`src/rtl/mult_tdm_sched_if.sv`:
```
// Channel-request, multiplier and result bus of the TDM multiplier scheduler.
// The slave modport is the scheduler; the master side owns the sources, the multiplier and the consumers.
interface mult_tdm_sched_if #(
  parameter int WIDTH = 8,
  parameter int N_CH  = 4,
  parameter int CW    = $clog2(N_CH)
);
  logic [N_CH-1:0]            req_valid;
  logic [N_CH-1:0][WIDTH-1:0] req_a;
  logic [N_CH-1:0][WIDTH-1:0] req_b;
  logic [N_CH-1:0]            req_ready;
  logic [WIDTH-1:0]           mult_a;
  logic [WIDTH-1:0]           mult_b;
  logic [2*WIDTH-1:0]         mult_p;
  logic [N_CH-1:0]            res_valid;
  logic [2*WIDTH-1:0]         res_p;
  logic [CW-1:0]              res_ch;
  logic                       busy;

  modport slave (
    input  req_valid, req_a, req_b, mult_p,
    output req_ready, mult_a, mult_b, res_valid, res_p, res_ch, busy
  );

  modport master (
    output req_valid, req_a, req_b, mult_p,
    input  req_ready, mult_a, mult_b, res_valid, res_p, res_ch, busy
  );
endinterface

```
`src/rtl/mult_tdm_sched.sv`:
```
// Round-robin burst scheduler sharing one registered signed multiplier among N_CH channels.
// Issued beats carry a channel tag through a MULT_LAT-deep pipe to re-associate products.
module mult_tdm_sched_lane #(
  parameter int CW  = 2,
  parameter int IDX = 0
) (
  input  logic          in_burst,
  input  logic [CW-1:0] gnt,
  input  logic          fire,
  input  logic [CW-1:0] tag_ch,
  output logic          ready,
  output logic          res_hit
);
  assign ready   = in_burst && (gnt == CW'(IDX));
  assign res_hit = fire && (tag_ch == CW'(IDX));
endmodule

module mult_tdm_sched #(
  parameter int WIDTH     = 8,
  parameter int N_CH      = 4,
  parameter int BURST_LEN = 4,
  parameter int MULT_LAT  = 1,
  parameter int CW        = $clog2(N_CH)
) (
  input  logic           clk,
  input  logic           rst,
  mult_tdm_sched_if.slave bus
);
  localparam int BW = (BURST_LEN > 1) ? $clog2(BURST_LEN) : 1;

  typedef enum logic {IDLE, BURST} state_t;

  state_t                      state_q, state_d;
  logic [CW-1:0]               gnt_q, gnt_d;
  logic [CW-1:0]               rr_ptr_q, rr_ptr_d;
  logic [BW-1:0]               beat_cnt_q, beat_cnt_d;
  logic [MULT_LAT-1:0]         vld_pipe_q, vld_pipe_d;
  logic [MULT_LAT-1:0][CW-1:0] ch_pipe_q, ch_pipe_d;
  logic [N_CH-1:0]             res_valid_q, res_valid_d;
  logic [2*WIDTH-1:0]          res_p_q, res_p_d;
  logic [CW-1:0]               res_ch_q, res_ch_d;

  logic [N_CH-1:0] ready, res_hit;
  logic [CW-1:0]   win, cand;
  logic            in_burst, acc, win_ok, tag_out;
  int              idx;

  assign in_burst = (state_q == BURST);
  assign acc      = in_burst && bus.req_valid[gnt_q];
  assign tag_out  = vld_pipe_q[MULT_LAT-1];

  // First requesting channel at or after rr_ptr, wrapping modulo N_CH.
  always_comb begin
    win_ok = 1'b0;
    win    = '0;
    idx    = 0;
    cand   = '0;
    for (int k = 0; k < N_CH; k++) begin
      idx = int'(rr_ptr_q) + k;
      if (idx >= N_CH) idx = idx - N_CH;
      cand = CW'(idx);
      if (!win_ok && bus.req_valid[cand]) begin
        win_ok = 1'b1;
        win    = cand;
      end
    end
  end

  for (genvar i = 0; i < N_CH; i++) begin : g_lane
    mult_tdm_sched_lane #(.CW(CW), .IDX(i)) u_lane (
      .in_burst (in_burst),
      .gnt      (gnt_q),
      .fire     (tag_out),
      .tag_ch   (ch_pipe_q[MULT_LAT-1]),
      .ready    (ready[i]),
      .res_hit  (res_hit[i])
    );
  end

  always_comb begin
    state_d    = state_q;
    gnt_d      = gnt_q;
    rr_ptr_d   = rr_ptr_q;
    beat_cnt_d = beat_cnt_q;
    case (state_q)
      IDLE: if (win_ok) begin
        state_d    = BURST;
        gnt_d      = win;
        beat_cnt_d = '0;
      end
      BURST: begin
        // A gap (no valid from the owner) closes the burst just like the last beat does.
        if (!acc || beat_cnt_q == BW'(BURST_LEN-1)) begin
          state_d  = IDLE;
          rr_ptr_d = (gnt_q == CW'(N_CH-1)) ? '0 : gnt_q + CW'(1);
        end else begin
          beat_cnt_d = beat_cnt_q + BW'(1);
        end
      end
      default: state_d = IDLE;
    endcase
  end

  always_comb begin
    vld_pipe_d[0] = acc;
    ch_pipe_d[0]  = acc ? gnt_q : '0;
    for (int i = 1; i < MULT_LAT; i++) begin
      vld_pipe_d[i] = vld_pipe_q[i-1];
      ch_pipe_d[i]  = ch_pipe_q[i-1];
    end
    res_valid_d = res_hit;
    res_p_d     = tag_out ? bus.mult_p : res_p_q;
    res_ch_d    = tag_out ? ch_pipe_q[MULT_LAT-1] : res_ch_q;
  end

  // Reset clears the tag pipe so products of pre-reset beats are never reported.
  always_ff @(posedge clk or posedge rst) begin
    if (rst) begin
      state_q     <= IDLE;
      gnt_q       <= '0;
      rr_ptr_q    <= '0;
      beat_cnt_q  <= '0;
      vld_pipe_q  <= '0;
      ch_pipe_q   <= '0;
      res_valid_q <= '0;
      res_p_q     <= '0;
      res_ch_q    <= '0;
    end else begin
      state_q     <= state_d;
      gnt_q       <= gnt_d;
      rr_ptr_q    <= rr_ptr_d;
      beat_cnt_q  <= beat_cnt_d;
      vld_pipe_q  <= vld_pipe_d;
      ch_pipe_q   <= ch_pipe_d;
      res_valid_q <= res_valid_d;
      res_p_q     <= res_p_d;
      res_ch_q    <= res_ch_d;
    end
  end

  assign bus.req_ready = ready;
  assign bus.mult_a    = acc ? bus.req_a[gnt_q] : '0;
  assign bus.mult_b    = acc ? bus.req_b[gnt_q] : '0;
  assign bus.res_valid = res_valid_q;
  assign bus.res_p     = res_p_q;
  assign bus.res_ch    = res_ch_q;
  assign bus.busy      = in_burst || (|vld_pipe_q);
endmodule

```
`src/flat_wrapper.sv`:
```
// flat-port wrapper written by rule: the top's interface ports become plain ports
module mult_tdm_sched_flat 
#(
  parameter int WIDTH     = 8,
  parameter int N_CH      = 4,
  parameter int BURST_LEN = 4,
  parameter int MULT_LAT  = 1,
  parameter int CW        = $clog2(N_CH)
)
  (clk, rst, bus_req_valid, bus_req_a, bus_req_b, bus_mult_p, bus_req_ready, bus_mult_a, bus_mult_b, bus_res_valid, bus_res_p, bus_res_ch, bus_busy);
  mult_tdm_sched_if #(.WIDTH(WIDTH), .N_CH(N_CH), .CW(CW)) bus_i ();
  input  logic clk;
  input  logic rst;
  input wire logic [$bits(bus_i.req_valid)-1:0] bus_req_valid;
  input wire logic [$bits(bus_i.req_a)-1:0] bus_req_a;
  input wire logic [$bits(bus_i.req_b)-1:0] bus_req_b;
  input wire logic [$bits(bus_i.mult_p)-1:0] bus_mult_p;
  output wire logic [$bits(bus_i.req_ready)-1:0] bus_req_ready;
  output wire logic [$bits(bus_i.mult_a)-1:0] bus_mult_a;
  output wire logic [$bits(bus_i.mult_b)-1:0] bus_mult_b;
  output wire logic [$bits(bus_i.res_valid)-1:0] bus_res_valid;
  output wire logic [$bits(bus_i.res_p)-1:0] bus_res_p;
  output wire logic [$bits(bus_i.res_ch)-1:0] bus_res_ch;
  output wire logic [$bits(bus_i.busy)-1:0] bus_busy;
  assign bus_i.req_valid = bus_req_valid;
  assign bus_i.req_a = bus_req_a;
  assign bus_i.req_b = bus_req_b;
  assign bus_i.mult_p = bus_mult_p;
  assign bus_req_ready = bus_i.req_ready;
  assign bus_mult_a = bus_i.mult_a;
  assign bus_mult_b = bus_i.mult_b;
  assign bus_res_valid = bus_i.res_valid;
  assign bus_res_p = bus_i.res_p;
  assign bus_res_ch = bus_i.res_ch;
  assign bus_busy = bus_i.busy;
  mult_tdm_sched #(.WIDTH(WIDTH), .N_CH(N_CH), .BURST_LEN(BURST_LEN), .MULT_LAT(MULT_LAT), .CW(CW)) u_core (.clk(clk), .rst(rst), .bus(bus_i));
endmodule
```
`config.mk`:
```
export PLATFORM = sky130hd
export DESIGN_NAME = mult_tdm_sched_flat
export DESIGN_NICKNAME = d
export VERILOG_FILES = /design/src/rtl/mult_tdm_sched_if.sv /design/src/rtl/mult_tdm_sched.sv /design/src/flat_wrapper.sv
export SDC_FILE = /design/constraint.sdc
export NUM_CORES = 1
export LEC_CHECK = 0
export ABC_CLOCK_PERIOD_IN_PS = 2500
export BUFFER_PORTS_ARGS = -buffer_cell sky130_fd_sc_hd__buf_2
export CAP_MARGIN = 25
export CORE_UTILIZATION = 45
export DETAILED_ROUTE_END_ITERATION = 8
export PLACE_DENSITY = 0.85
export SLEW_MARGIN = 0
export SYNTH_ARGS = -nofsm -noshare
export SYNTH_HDL_FRONTEND = slang
export SYNTH_SLANG_ARGS = --single-unit
```
`constraint.sdc`:
```
create_clock -name clk -period 2.5 [get_ports clk]
set_input_delay 0.125 -clock clk [delete_from_list [all_inputs] [get_ports clk]]
set_output_delay 0.125 -clock clk [all_outputs]
set_load 0.05 [all_outputs]
```
==> impl_results.rst, run 1 <==
.. list-table::
   :header-rows: 1

   * - Metric
     - Value
   * - Pin count of the biggest net entering global routing
     - 33
   * - Kind of start point of the critical path
     - register
   * - Most common library cell in the layout ignoring fill and taps
     - sky130_fd_sc_hd__buf_2
   * - Period utilization
     - 84.2%
   * - Number of search-and-repair iterations in the first detailed-routing pass
     - 4
   * - Clock latency of the later-clocked register in the worst-skew pair
     - ~0.27 ns
   * - Netlist area before placement
     - just under 0.002 sq mm
   * - Depth of the most critical reg-to-reg path
     - 4
   * - Total half-perimeter wirelength after legalization and detailed placement
     - 3.89 mm
   * - Starting density of the core
     - 47.7%
   * - Max capacitance violation total
     - 0
   * - Number of antenna violations at the first check in global routing
     - 0
   * - Number of gates given a new drive strength after cts
     - 0
   * - Chip Width
     - 67.8 um
   * - DRC violations left
     - 0
   * - Port-buffer cells
     - 128
   * - Power after layout
     - 3930 uW
   * - Synthesized flop and latch total
     - 32
   * - Setup repair after global routing missed its margin
     - no
   * - Reg2reg setup slack
     - 0.75 ns
   * - Count of distinct cell types in the synthesized netlist
     - 36
   * - Final hold viol count
     - 0
   * - Buffers & Inverters on Critical Path
     - 2
   * - Clock-pin slew on the worst setup and hold paths
     - 0.06 ns
   * - Worst hold path type
     - in -> reg
   * - Layout Nets
     - 368
   * - Via count
     - approximately 1700
   * - Leak
     - approximately 0.0015 uW
   * - Site Rows
     - 23
   * - DIE AREA
     - 0.00460 sq mm
   * - DR vias/cell
     - 5.24
   * - Shortest clock period the worst path allows after layout
     - about 2.1 ns
   * - Element type at the critical path end
     - output port
   * - Share of synthesized area occupied by flip-flops and latches
     - 41.1%
   * - Category of the most critical setup path
     - reg -> out
   * - Ratio of total power to cell area
     - 1450 mW/mm^2
   * - Slew at the pin closest to its max-slew limit
     - ~0.78 ns
   * - Ratio of cells with drive above 1 in the final layout
     - about 66%
   * - Hold Path Stages
     - 2
   * - Data required time at the worst endpoint
     - 2.38 ns
   * - Post-synth EDFFs
     - 0
   * - Top-Level Pins
     - 129
   * - Number of max-slew violations in the final report
     - 0
   * - Origin of the worst min-delay path
     - bus_mult_p[15]
   * - Critical path startpoint
     - u_core.gnt_q[0]$_DFFE_PP0P_
   * - Peak fanout along the critical path
     - 21
   * - CTS tree
     - yes
   * - Post-DP Area
     - 0.00260 sq mm
   * - Number of diodes
     - 0
   * - H-tree depth
     - 2
   * - Final cell utilization of the core
     - 66.2%
   * - Clock Sink Count
     - 32
   * - Average wire per standard cell
     - 15.1 um
   * - Count of antenna-violating nets left after detailed routing
     - 0
   * - Cell count after synthesis
     - ~150
   * - Clock root buffer
     - sky130_fd_sc_hd__clkbuf_8
   * - Most used cells in the layout excluding fill and tap cells
     - 128 x sky130_fd_sc_hd__buf_2, 32 x sky130_fd_sc_hd__dfrtp_1, 17 x sky130_fd_sc_hd__mux2_2, 17 x sky130_fd_sc_hd__mux4_2, 11 x sky130_fd_sc_hd__and3_1
   * - Die Ht
     - between 60 and 70 um
   * - Worst VDD drop
     - 0.000683 V
   * - Final std cell area, no fill
     - ~0.0027 sq mm
   * - Maximum buffer depth of the clock tree
     - 2
   * - Count of yosys warnings during synthesis
     - 0
   * - Crit-path max cell delay
     - roughly 0.54 ns
   * - Gr ovfl total
     - 0
   * - Reg-to-Reg Start
     - u_core.gnt_q[0]$_DFFE_PP0P_
   * - Critical path depth in cells
     - 4
   * - Critical path cell sequence
     - buf_4 -> mux4_2 -> and3_2 -> buf_2
   * - First-pass GRT wire length
     - 7.65 mm
   * - Headroom to the max-slew limit
     - 47.9%
   * - Mean instance size in the synthesized netlist
     - approximately 13 sq um
   * - Main synth FF type
     - sky130_fd_sc_hd__dfrtp_1
   * - Area grow syn2layout
     - 38.7%
   * - Share of async-settable or async-resettable flops after synthesis
     - 100%
   * - Overall track demand over capacity in global routing
     - 22.7%
   * - Crit path max-delay family
     - buffers and inverters
   * - Post-Route WL
     - slightly below 5 mm
   * - Sum Neg Setup Slack
     - 0 ns
   * - Final setup vio count
     - 0
   * - Cts bufs inserted
     - 5
   * - Count of buffers added by post-CTS timing repair for setup
     - 0
   * - Final Hold Slack
     - between 0.08 and 0.09 ns
   * - Slowest stage cell on the critical path
     - sky130_fd_sc_hd__mux4_2
   * - Vias in the first global route
     - 1730
   * - Area of the core
     - 0.00409 sq mm
   * - Cts-stage hold buffer count
     - 1
   * - Outcome
     - finished clean
   * - Number of nets produced by synthesis
     - 242
   * - Crit path arrival time
     - 1.98 ns
   * - Clock Skew
     - 0.00230 ns
   * - Achievable frequency
     - 475 MHz
   * - Last weighted congestion value of the routability-driven placer
     - 0.811
   * - DR iter-0 viols
     - 57
[state kept, by name (all words and copies together) (netlist names)]
| register | count |
|---|---|
| u_core.beat_cnt_q | 2 |
| u_core.bus.res_ch | 2 |
| u_core.bus.res_p | 16 |
| u_core.bus.res_valid | 4 |
| u_core.ch_pipe_q | 2 |
| u_core.gnt_q | 2 |
| u_core.in_burst | 1 |
| u_core.rr_ptr_q | 2 |
| u_core.tag_out | 1 |
[worst paths after layout]
| path | endpoint |
|---|---|
| max in group asynchronous | u_core.bus.res_p[11]$_DFFE_PP0P_ |
| worst max register to register | u_core.rr_ptr_q[0]$_DFFE_PP0P_ |
| worst min register to register | u_core.bus.res_valid[0]$_DFF_PP0_ |
| worst max-delay path | bus_mult_b[0] |
| worst min-delay path | u_core.bus.res_p[15]$_DFFE_PP0P_ |
| min in group asynchronous | u_core.rr_ptr_q[0]$_DFFE_PP0P_ |
[metal layers]
metal / track usage, % / vias up / share of wire (%) / wire length [um]
li1: - / 809 / - / -
met1: 25.7 / 814 / 38 / 1860
met2: 42.2 / 86 / 55 / 2700
met3: 5.17 / 6 / 7.1 / 351
met4: 6.77 / 0 / 0.73 / 36
met5: 0 / - / 0 / 0
[final cells by class]
cell class                 instances  area (sq um)
clock buffer                       7          96.3
multi-input combinational         99          1050
inverter                           7          26.3
fill                             334          1380
tap                               50          62.6
sequential                        32           801
timing repair buffer             132           673
[stage by stage]
step / setup slack [ns] / instances
6_report: 0.396 / 327
5_1_grt: 0.280 / 327
4_1_cts: 0.372 / 327
3_5_place_dp: 0.697 / 319
3_3_place_gp: 0.719 / 319
2_1_floorplan: 0.741 / 151
[cell usage after synthesis (2+ instances only)]
cell type | number | area, sq um
sky130_fd_sc_hd__mux4_2 | 17 | 383
sky130_fd_sc_hd__mux2_4 | 2 | 30.0
sky130_fd_sc_hd__and2_1 | 4 | 25.0
sky130_fd_sc_hd__inv_1 | 7 | 26.3
sky130_fd_sc_hd__mux2i_1 | 2 | 20.0
sky130_fd_sc_hd__buf_4 | 5 | 37.5
sky130_fd_sc_hd__mux2_2 | 17 | 191
sky130_fd_sc_hd__dfrtp_1 | 32 | 801
sky130_fd_sc_hd__and3_2 | 6 | 45.0
sky130_fd_sc_hd__a21oi_1 | 2 | 10.0
sky130_fd_sc_hd__nand3b_1 | 2 | 15.0
sky130_fd_sc_hd__nand2_1 | 5 | 18.8
sky130_fd_sc_hd__and3_1 | 11 | 68.8
sky130_fd_sc_hd__nor2_1 | 5 | 18.8
sky130_fd_sc_hd__o21ai_0 | 2 | 10.0
sky130_fd_sc_hd__ha_1 | 5 | 62.6
sky130_fd_sc_hd__clkbuf_1 | 6 | 22.5
sky130_fd_sc_hd__and2b_1 | 2 | 15.0
sky130_fd_sc_hd__or2_2 | 2 | 12.5
[logic make-up (layout without fill, tap and decap cells)]
family | count (synthesis) | count (layout) | share of synthesized area (%)
xor+xnor | 1 | 1 | 0.449
buf+inv | 20 | 146 | 5.26
flops | 32 | 32 | 41.1
mux | 38 | 38 | 32.0
compound gates | 11 | 11 | 3.78
simple gates | 44 | 44 | 14.2
fa+ha+maj | 5 | 5 | 3.21
[worst register-to-register path: stages, from the launching register on]
cell,delay (ns)
sky130_fd_sc_hd__dfrtp_1,0.38
sky130_fd_sc_hd__mux4_2,0.69
sky130_fd_sc_hd__nand2b_4,0.17
sky130_fd_sc_hd__nand2_4,0.07
sky130_fd_sc_hd__mux2_4,0.32
[where the power goes]
part	switching [uW]	internal [uW]
combinational	1660	896
sequential	223	745
clock	165	245
(Power assumes the default switching activity.)
==> run 2: changes to the inputs <==
--- a/config.mk
+++ b/config.mk
@@ -5,12 +5,13 @@
 export SDC_FILE = /design/constraint.sdc
 export NUM_CORES = 1
 export LEC_CHECK = 0
-export ABC_CLOCK_PERIOD_IN_PS = 2500
+export ABC_AREA = 1
+export ABC_CLOCK_PERIOD_IN_PS = 1900
 export BUFFER_PORTS_ARGS = -buffer_cell sky130_fd_sc_hd__buf_2
 export CAP_MARGIN = 25
-export CORE_UTILIZATION = 45
+export CORE_UTILIZATION = 40
 export DETAILED_ROUTE_END_ITERATION = 8
-export PLACE_DENSITY = 0.85
+export PLACE_DENSITY = 0.77
 export SLEW_MARGIN = 0
 export SYNTH_ARGS = -nofsm -noshare
 export SYNTH_HDL_FRONTEND = slang
==> constraint.sdc (replaced) <==
create_clock -name clk -period 1.9 [get_ports clk]
set_input_delay 0.095 -clock clk [delete_from_list [all_inputs] [get_ports clk]]
set_output_delay 0.095 -clock clk [all_outputs]
set_load 0.05 [all_outputs]
==> impl_results.rst, run 2 <==
.. list-table::
   :header-rows: 1

   * - Metric
     - Value
   * - Via count
     - 2572 (+50%)
   * - Element type at the critical path end
     - output port
   * - Gr ovfl total
     - 0 (unchanged)
   * - Reg2reg setup slack
     - 0.29 ns (-0.46 ns)
   * - Port-buffer cells
     - 128 (unchanged)
   * - Max capacitance violation total
     - 0 (unchanged)
   * - Critical path cell sequence
     - a21oi_1 -> o21ai_1 -> a21oi_4 -> inv_4 -> a21oi_1 -> clkbuf_4
   * - Pin count of the biggest net entering global routing
     - 33 (unchanged)
   * - Hold Path Stages
     - 3 (+1)
   * - Total half-perimeter wirelength after legalization and detailed placement
     - 4.72 mm (+21%)
   * - Mean instance size in the synthesized netlist
     - 6.60 sq um (-49%)
   * - Reg-to-Reg Start
     - u_core.rr_ptr_q[0]$_DFFE_PP0P_
   * - Maximum buffer depth of the clock tree
     - 2 (unchanged)
   * - Final Hold Slack
     - 0.0152 ns (-0.0725 ns)
   * - Synthesized flop and latch total
     - 32 (unchanged)
   * - Cell count after synthesis
     - 341 (+130%)
   * - Main synth FF type
     - sky130_fd_sc_hd__dfrtp_1
   * - Last weighted congestion value of the routability-driven placer
     - 0.903 (+11%)
   * - Kind of start point of the critical path
     - register
   * - Area grow syn2layout
     - 38.5%
   * - Leak
     - 0.00180 uW (+23%)
   * - Site Rows
     - 26 (+13%)
   * - Top-Level Pins
     - 129 (unchanged)
   * - CTS tree
     - yes
   * - Number of search-and-repair iterations in the first detailed-routing pass
     - 4 (unchanged)
   * - First-pass GRT wire length
     - 10.1 mm (+32%)
   * - Outcome
     - finished clean
   * - Period utilization
     - 99.7%
   * - Clock root buffer
     - sky130_fd_sc_hd__clkbuf_8
   * - Crit-path max cell delay
     - 0.45 ns (-0.09 ns)
   * - Clock Skew
     - 0.00490 ns (+0.00260 ns)
   * - Post-synth EDFFs
     - 0 (unchanged)
   * - Achievable frequency
     - 528 MHz
   * - Cell repeated most along the worst path
     - sky130_fd_sc_hd__a21oi_1
   * - Power after layout
     - 6300 uW (+60%)
   * - Most common library cell in the layout ignoring fill and taps
     - sky130_fd_sc_hd__buf_2
   * - Peak fanout along the critical path
     - 17 (-19%)
   * - Crit path max-delay family
     - compound AO/OA/AOI/OAI gates
   * - Overall track demand over capacity in global routing
     - 20.9% (-1.9 points)
   * - Crit Reg-Reg Endpoint
     - u_core.gnt_q[0]$_DFFE_PP0P_
   * - Slew at the pin closest to its max-slew limit
     - 0.595 ns (-0.187 ns)
   * - Data required time at the worst endpoint
     - 1.80 ns (-0.58 ns)
   * - Leading cell types by count after synthesis
     - 105 x sky130_fd_sc_hd__nand2_1, 70 x sky130_fd_sc_hd__nor2_1, 34 x sky130_fd_sc_hd__o21ai_0
   * - Vias in the first global route
     - 2368 (+37%)
   * - Die Ht
     - 77.0 um (+14%)
   * - Chip Width
     - 77.0 um (+14%)
   * - Layout Nets
     - 559 (+52%)
   * - Slowest stage cell on the critical path
     - sky130_fd_sc_hd__dfrtp_2
   * - Main area contributors after synthesis
     - sky130_fd_sc_hd__dfrtp_1 36%, sky130_fd_sc_hd__nand2_1 18%, sky130_fd_sc_hd__nor2_1 12%, sky130_fd_sc_hd__o21ai_0 7.6%, sky130_fd_sc_hd__a21oi_2 3.9%
   * - Count of antenna-violating nets left after detailed routing
     - 0 (unchanged)
   * - Number of flip-flops under the largest register name
     - 16 (unchanged)
   * - Setup repair after global routing missed its margin
     - yes
   * - Starting density of the core
     - 42.7% (-5.0 points)
   * - Average wire per standard cell
     - 11.6 um (-23%)
   * - Category of the most critical setup path
     - reg -> out
   * - Number of max-slew violations in the final report
     - 0 (unchanged)
   * - Final setup vio count
     - 0 (unchanged)
   * - Clock latency of the later-clocked register in the worst-skew pair
     - 0.28 ns (about the same)
   * - Shortest clock period the worst path allows after layout
     - 1.89 ns
   * - Fraction of post-synthesis cell area in the top cell type by area
     - 35.6% (-5.5 points)
   * - DR iter-0 viols
     - 116 (+100%)
   * - Clock-pin slew on the worst setup and hold paths
     - 0.07 ns (about the same)
   * - Number of antenna violations at the first check in global routing
     - 0 (unchanged)
   * - Final cell utilization of the core
     - 59.2% (-7.0 points)
   * - H-tree depth
     - 2 (unchanged)
   * - Origin of the worst min-delay path
     - bus_mult_p[9]
   * - Headroom to the max-slew limit
     - 60.3% (+12 points)
   * - Share of async-settable or async-resettable flops after synthesis
     - 100% (unchanged)
   * - Netlist area before placement
     - 0.00225 sq mm (+15%)
   * - Cell type with the highest aggregate area in the netlist
     - sky130_fd_sc_hd__dfrtp_1
   * - Buffers & Inverters on Critical Path
     - 2 (unchanged)
   * - Ratio of cells with drive above 1 in the final layout
     - 38.4% (-28 points)
   * - Final hold viol count
     - 0 (unchanged)
   * - Worst hold path type
     - in -> reg
   * - Endpoint of the worst hold path
     - u_core.bus.res_p[9]$_DFFE_PP0P_
   * - Post-Route WL
     - 6.25 mm (+26%)
   * - Number of nets produced by synthesis
     - 432 (+79%)
   * - Number of diodes
     - 0 (unchanged)
   * - Crit path arrival time
     - 1.80 ns (-0.18 ns)
   * - Count of yosys warnings during synthesis
     - 0 (unchanged)
   * - Count leader, synth
     - sky130_fd_sc_hd__nand2_1
   * - Area of the core
     - 0.00527 sq mm (+29%)
   * - Share of synthesized area occupied by flip-flops and latches
     - 35.6% (-5.5 points)
   * - Most used cells in the layout excluding fill and tap cells
     - 117 x sky130_fd_sc_hd__buf_2, 105 x sky130_fd_sc_hd__nand2_1, 70 x sky130_fd_sc_hd__nor2_1, 34 x sky130_fd_sc_hd__o21ai_0, 31 x sky130_fd_sc_hd__dfrtp_1
   * - DIE AREA
     - 0.00593 sq mm (+29%)
   * - Cts bufs inserted
     - 5 (unchanged)
   * - Depth of the most critical reg-to-reg path
     - 10 (+6)
   * - Ratio of total power to cell area
     - 2020 mW/mm^2 (+39%)
   * - DR vias/cell
     - 4.77 (-9.0%)
   * - Count of distinct cell types in the synthesized netlist
     - 24 (-33%)
   * - Worst VDD drop
     - 0.00107 V (+56%)
   * - Clock Sink Count
     - 32 (unchanged)
   * - DRC violations left
     - 0 (unchanged)
-- run 2: cell types whose count changed after synthesis, sizes merged, moves of 16 or more --
| cell | before | now |
|---|---|---|
| nand2 | 6 | 112 |
| and3 | 17 | 0 |
| inv | 7 | 23 |
| nor2 | 5 | 72 |
| mux4 | 17 | 0 |
| a21oi | 2 | 20 |
| mux2 | 19 | 0 |
| o21ai | 3 | 40 |
-- run 2: cell families (layout without fill, tap and decap cells) --
kind of cell | count (synthesis) | after routing | synth area share, %
adder cells (fa/ha/maj) | 5 | 5 | 2.78
AO/OA/AOI/OAI | 61 | 61 | 15.8
buffers and inverters | 44 | 172 | 9.55
flip-flops | 32 | 32 | 35.6
AND/OR/NAND/NOR | 199 | 199 | 36.3
-- run 2: per-layer routing --
layer | part of all wire (%) | track usage (%) | vias up
met5 | 0 | 0 | -
met4 | 1.3 | 5.47 | 0
met3 | 6.9 | 5.24 | 11
met2 | 50 | 37.7 | 128
met1 | 42 | 24.4 | 1115
li1 | - | - | 1318
-- run 2: worst max path at each step --
stage | start | to | depth (start not counted)
final | u_core.gnt_q[0]$_DFFE_PP0P_ | bus_mult_b[3] | 6
after global routing | u_core.gnt_q[0]$_DFFE_PP0P_ | bus_mult_b[3] | 7
after CTS | u_core.gnt_q[0]$_DFFE_PP0P_ | bus_mult_b[1] | 7
after detailed placement | u_core.gnt_q[0]$_DFFE_PP0P_ | bus_mult_b[1] | 7
after global placement | u_core.gnt_q[0]$_DFFE_PP0P_ | bus_mult_a[1] | 6
after floorplan | u_core.gnt_q[0]$_DFFE_PP0P_ | bus_mult_a[7] | 6
-- run 2: through the flow --
| step | worst slack [ns] | instance area (sq um) | setup TNS, ns | instances |
|---|---|---|---|---|
| 2_1_floorplan | -0.0476 | 2250 | -0.333 | 341 |
| 3_3_place_gp | 0.356 | 2940 | 0 | 529 |
| 3_5_place_dp | 0.334 | 2940 | 0 | 529 |
| 4_1_cts | 0.0135 | 3080 | 0 | 538 |
| 5_1_grt | -0.0720 | 3120 | -0.0720 | 539 |
| 6_report | 0.00610 | 3120 | 0 | 539 |
-- run 2: report_power, final --
group,internal [uW],switching [uW],leakage [uW]
logic,1220,3190,0.00133
registers,979,213,0.000404
clock network,462,235,0.0000645
total,2660,3640,0.00180
-- run 2: worst min-delay path, delay by kind of cell --
kind,cells,cell delay (ns)
buffers and inverters,1,0.07
AND/OR/NAND/NOR,2,0.09
-- run 2: area by class of cell --
type / instances / area (sq um)
multi-input cells: 265 / 1240
clock inverters: 1 / 30.0
well taps: 70 / 87.6
fillers: 504 / 2150
clock buffers: 7 / 96.3
repair buffers: 141 / 772
inverters: 23 / 91.3
flip-flops and latches: 32 / 802
-- run 2: repair_timing --
item	4_1_cts	5_1_grt
hold endpoints to repair	32	0
resized for setup	0	16
hold buffers	1	0
setup endpoints to repair	0	16
buffers inserted	0	1
==> run 3: changes to the inputs <==
--- a/config.mk
+++ b/config.mk
@@ -9,6 +9,7 @@
 export ABC_CLOCK_PERIOD_IN_PS = 1900
 export BUFFER_PORTS_ARGS = -buffer_cell sky130_fd_sc_hd__buf_2
 export CAP_MARGIN = 25
+export CORE_ASPECT_RATIO = 0.9
 export CORE_UTILIZATION = 40
 export DETAILED_ROUTE_END_ITERATION = 8
 export PLACE_DENSITY = 0.77
==> impl_results.rst, run 3 (synthesis gave the netlist of run 2 again) <==
.. list-table::
   :header-rows: 1

   * - Metric
     - Value
   * - Outcome
     - finished clean
   * - Ratio of cells with drive above 1 in the final layout
     - 38.8% (+0.38 points)
   * - Final Hold Slack
     - 0.00951 ns (-0.00573 ns)
   * - Count of antenna-violating nets left after detailed routing
     - 0 (unchanged)
   * - Die Ht
     - 73.2 um (-5.0%)
   * - Worst hold path type
     - in -> reg
   * - Area grow syn2layout
     - 37.4%
   * - Crit path arrival time
     - 1.78 ns (-0.02 ns)
   * - Sw power
     - 3650 uW (+0.12%)
   * - Vias in the first global route
     - 2191 (-7.5%)
   * - Most common library cell in the layout ignoring fill and taps
     - sky130_fd_sc_hd__buf_2
   * - Clock network fraction of total power
     - 9.2% (-1.9 points)
   * - Port-buffer cells
     - 128 (unchanged)
   * - Clock root buffer
     - sky130_fd_sc_hd__clkbuf_8
   * - Total half-perimeter wirelength after legalization and detailed placement
     - 4.57 mm (-3.2%)
   * - Maximum buffer depth of the clock tree
     - 2 (unchanged)
   * - Area of the core
     - 0.00535 sq mm (+1.5%)
   * - Switching share of power
     - 59.0% (+1.2 points)
   * - DRC violations left
     - 0 (unchanged)
   * - DIE AREA
     - 0.00593 sq mm (about the same)
   * - Top-Level Pins
     - 129 (unchanged)
   * - Met2 demand-to-capacity share in global routing
     - 34.8% (-2.9 points)
   * - Final std cell area, no fill
     - 0.00309 sq mm (-0.80%)
   * - Average wire per standard cell
     - 11.3 um (-2.7%)
   * - Cts bufs inserted
     - 5 (unchanged)
   * - Pin count of the biggest net entering global routing
     - 34 (+3.0%)
   * - Starting density of the core
     - 42.1% (-0.63 points)
   * - Number of search-and-repair iterations in the first detailed-routing pass
     - 5 (+1)
   * - Top Usage Layer GRT
     - met2
   * - Layout Nets
     - 558 (-0.18%)
   * - Achievable frequency
     - 532 MHz (+0.82%)
   * - Final hold viol count
     - 0 (unchanged)
   * - DR iter-0 viols
     - 93 (-20%)
   * - Post-DP Area
     - 0.00293 sq mm (-0.38%)
   * - Number of flip-flops under the largest register name
     - 16 (unchanged)
   * - Period utilization
     - 98.9% (-0.81 points)
   * - Leak
     - 0.00178 uW (-1.0%)
   * - Peak fanout along the critical path
     - 17 (unchanged)
   * - First-pass GRT wire length
     - 9.05 mm (-10%)
   * - Most used cells in the layout excluding fill and tap cells
     - 115 x sky130_fd_sc_hd__buf_2, 105 x sky130_fd_sc_hd__nand2_1, 70 x sky130_fd_sc_hd__nor2_1, 34 x sky130_fd_sc_hd__o21ai_0, 30 x sky130_fd_sc_hd__dfrtp_1
   * - Fraction of power consumed by sequential logic
     - 19.5% (+0.6 points)
   * - Data required time at the worst endpoint
     - 1.80 ns (about the same)
   * - H-tree depth
     - 2 (unchanged)
   * - Internal power summed over all cells
     - 2530 uW (-4.7%)
   * - Ratio of total power to cell area
     - 2000 mW/mm^2 (-1.1%)
   * - Clock latency of the later-clocked register in the worst-skew pair
     - 0.29 ns (about the same)
   * - Via count
     - 2523 (-1.9%)
   * - Final worst setup slack
     - 0.0215 ns (+0.0154 ns)
   * - Combinational Power Share
     - 71.4% (+1.4 points)
   * - Site Rows
     - 25 (-3.8%)
   * - Clock-pin slew on the worst setup and hold paths
     - 0.07 ns (about the same)
   * - Headroom to the max-slew limit
     - 73.7% (+13 points)
   * - Number of max-slew violations in the final report
     - 0 (unchanged)
   * - Post-Route WL
     - 6.02 mm (-3.6%)
   * - Category of the most critical setup path
     - reg -> out
   * - Met3 track demand over resource
     - 5.13% (-0.11 points)
   * - Overall track demand over capacity in global routing
     - 19.7% (-1.1 points)
   * - Number of antenna violations at the first check in global routing
     - 0 (unchanged)
   * - Element type at the critical path end
     - output port
   * - Clock Skew
     - 0.00685 ns (+0.00195 ns)
   * - Clock Sink Count
     - 32 (unchanged)
   * - Minimum setup slack after placement
     - 0.140 ns (-0.194 ns)
   * - Fill cell total of the finished layout
     - 488 (-3.2%)
   * - Power after layout
     - 6180 uW (-1.9%)
   * - Final setup vio count
     - 0 (unchanged)
   * - Shortest clock period the worst path allows after layout
     - 1.88 ns (-0.0154 ns)
   * - Number of diodes
     - 0 (unchanged)
   * - CTS tree
     - yes
   * - Gr ovfl total
     - 0 (unchanged)
   * - Slew at the pin closest to its max-slew limit
     - 0.394 ns (-0.201 ns)
   * - Last weighted congestion value of the routability-driven placer
     - 0.854 (-5.5%)
   * - Max capacitance violation total
     - 0 (unchanged)
   * - DR vias/cell
     - 4.72 (-0.99%)
   * - Worst VDD drop
     - 0.000989 V (-7.2%)
   * - M1 GR Usage
     - 22.6% (-1.7 points)
   * - Chip Width
     - 81.1 um (+5.3%)
   * - Kind of start point of the critical path
     - register
   * - Setup repair after global routing missed its margin
     - yes
run 3: cell types whose count changed in the layout (fill, tap and decap cells not counted), sizes merged:
cell    delta
clkbuf     -3
bufinv     -1
buf        +2
run 3: timing repair:
action | 4_1_cts | 5_1_grt
resized for setup | 7 | 13
setup buffers | 1 | 0
hold buffers | 1 | 0
hold endpoints to repair | 32 | 0
setup endpoints to repair | 16 | 17
pin swaps | 1 | 0
run 3: power by group through the flow:
stage	registers, uW	logic, uW	clock network (uW)
4_1_cts	1190	4350	579
3_3_place_gp	1200	4200	0
3_5_place_dp	1210	4270	0
6_report	1200	4410	566
5_1_grt	1240	4790	603
2_1_floorplan	1860	2780	0
run 3: worst paths after layout:
path,from,end,slack [ns],cells after the start
max,u_core.gnt_q[0]$_DFFE_PP0P_,bus_mult_b[2],0.02,6
min,bus_mult_p[8],u_core.bus.res_p[8]$_DFFE_PP0P_,0.01,3
max reg2reg,u_core.rr_ptr_q[0]$_DFFE_PP0P_,u_core.gnt_q[0]$_DFFE_PP0P_,0.30,9
min reg2reg,u_core.ch_pipe_q[0]$_DFF_PP0_,u_core.bus.res_valid[0]$_DFF_PP0_,0.46,1
max in group asynchronous,rst,u_core.gnt_q[0]$_DFFE_PP0P_,1.16,4
min in group asynchronous,rst,u_core.bus.res_p[1]$_DFFE_PP0P_,0.43,4
run 3: cell type report:
type                            count  area [sq um]  share of cell area (%)
Tap cell                           67          83.8                    2.71
Timing Repair Buffer              140           769                    24.9
Sequential cell                    32           803                    26.0
Multi-Input combinational cell    265          1250                    40.3
Inverter                           23          93.8                    3.03
Clock buffer                        7          96.3                    3.11
run 3: per-layer routing:
metal / share of wire [%] / routed length (um) / vias to the layer above
li1: - / - / 1311
met1: 44 / 2630 / 1101
met2: 48 / 2880 / 101
met3: 7.2 / 435 / 10
met4: 1.2 / 74 / 0
met5: 0 / 0 / -
run 3: through the flow:
step | setup TNS [ns] | utilization, % | std cells
after global routing | -0.0146 | 57.8 | 534
after detailed placement | 0 | 54.7 | 525
after floorplan | -0.333 | - | 341
final | 0 | 57.8 | 534
after CTS | 0 | 57.2 | 534
after global placement | 0 | 54.7 | 525
run 3: worst max-delay path, cell delays in order (launching register included):
cell and delay [ns]:
sky130_fd_sc_hd__dfrtp_2 0.45, sky130_fd_sc_hd__a21oi_1 0.17, sky130_fd_sc_hd__o21ai_1 0.13, sky130_fd_sc_hd__a21oi_4 0.22, sky130_fd_sc_hd__inv_6 0.12, sky130_fd_sc_hd__a21oi_1 0.16, sky130_fd_sc_hd__buf_4 0.22
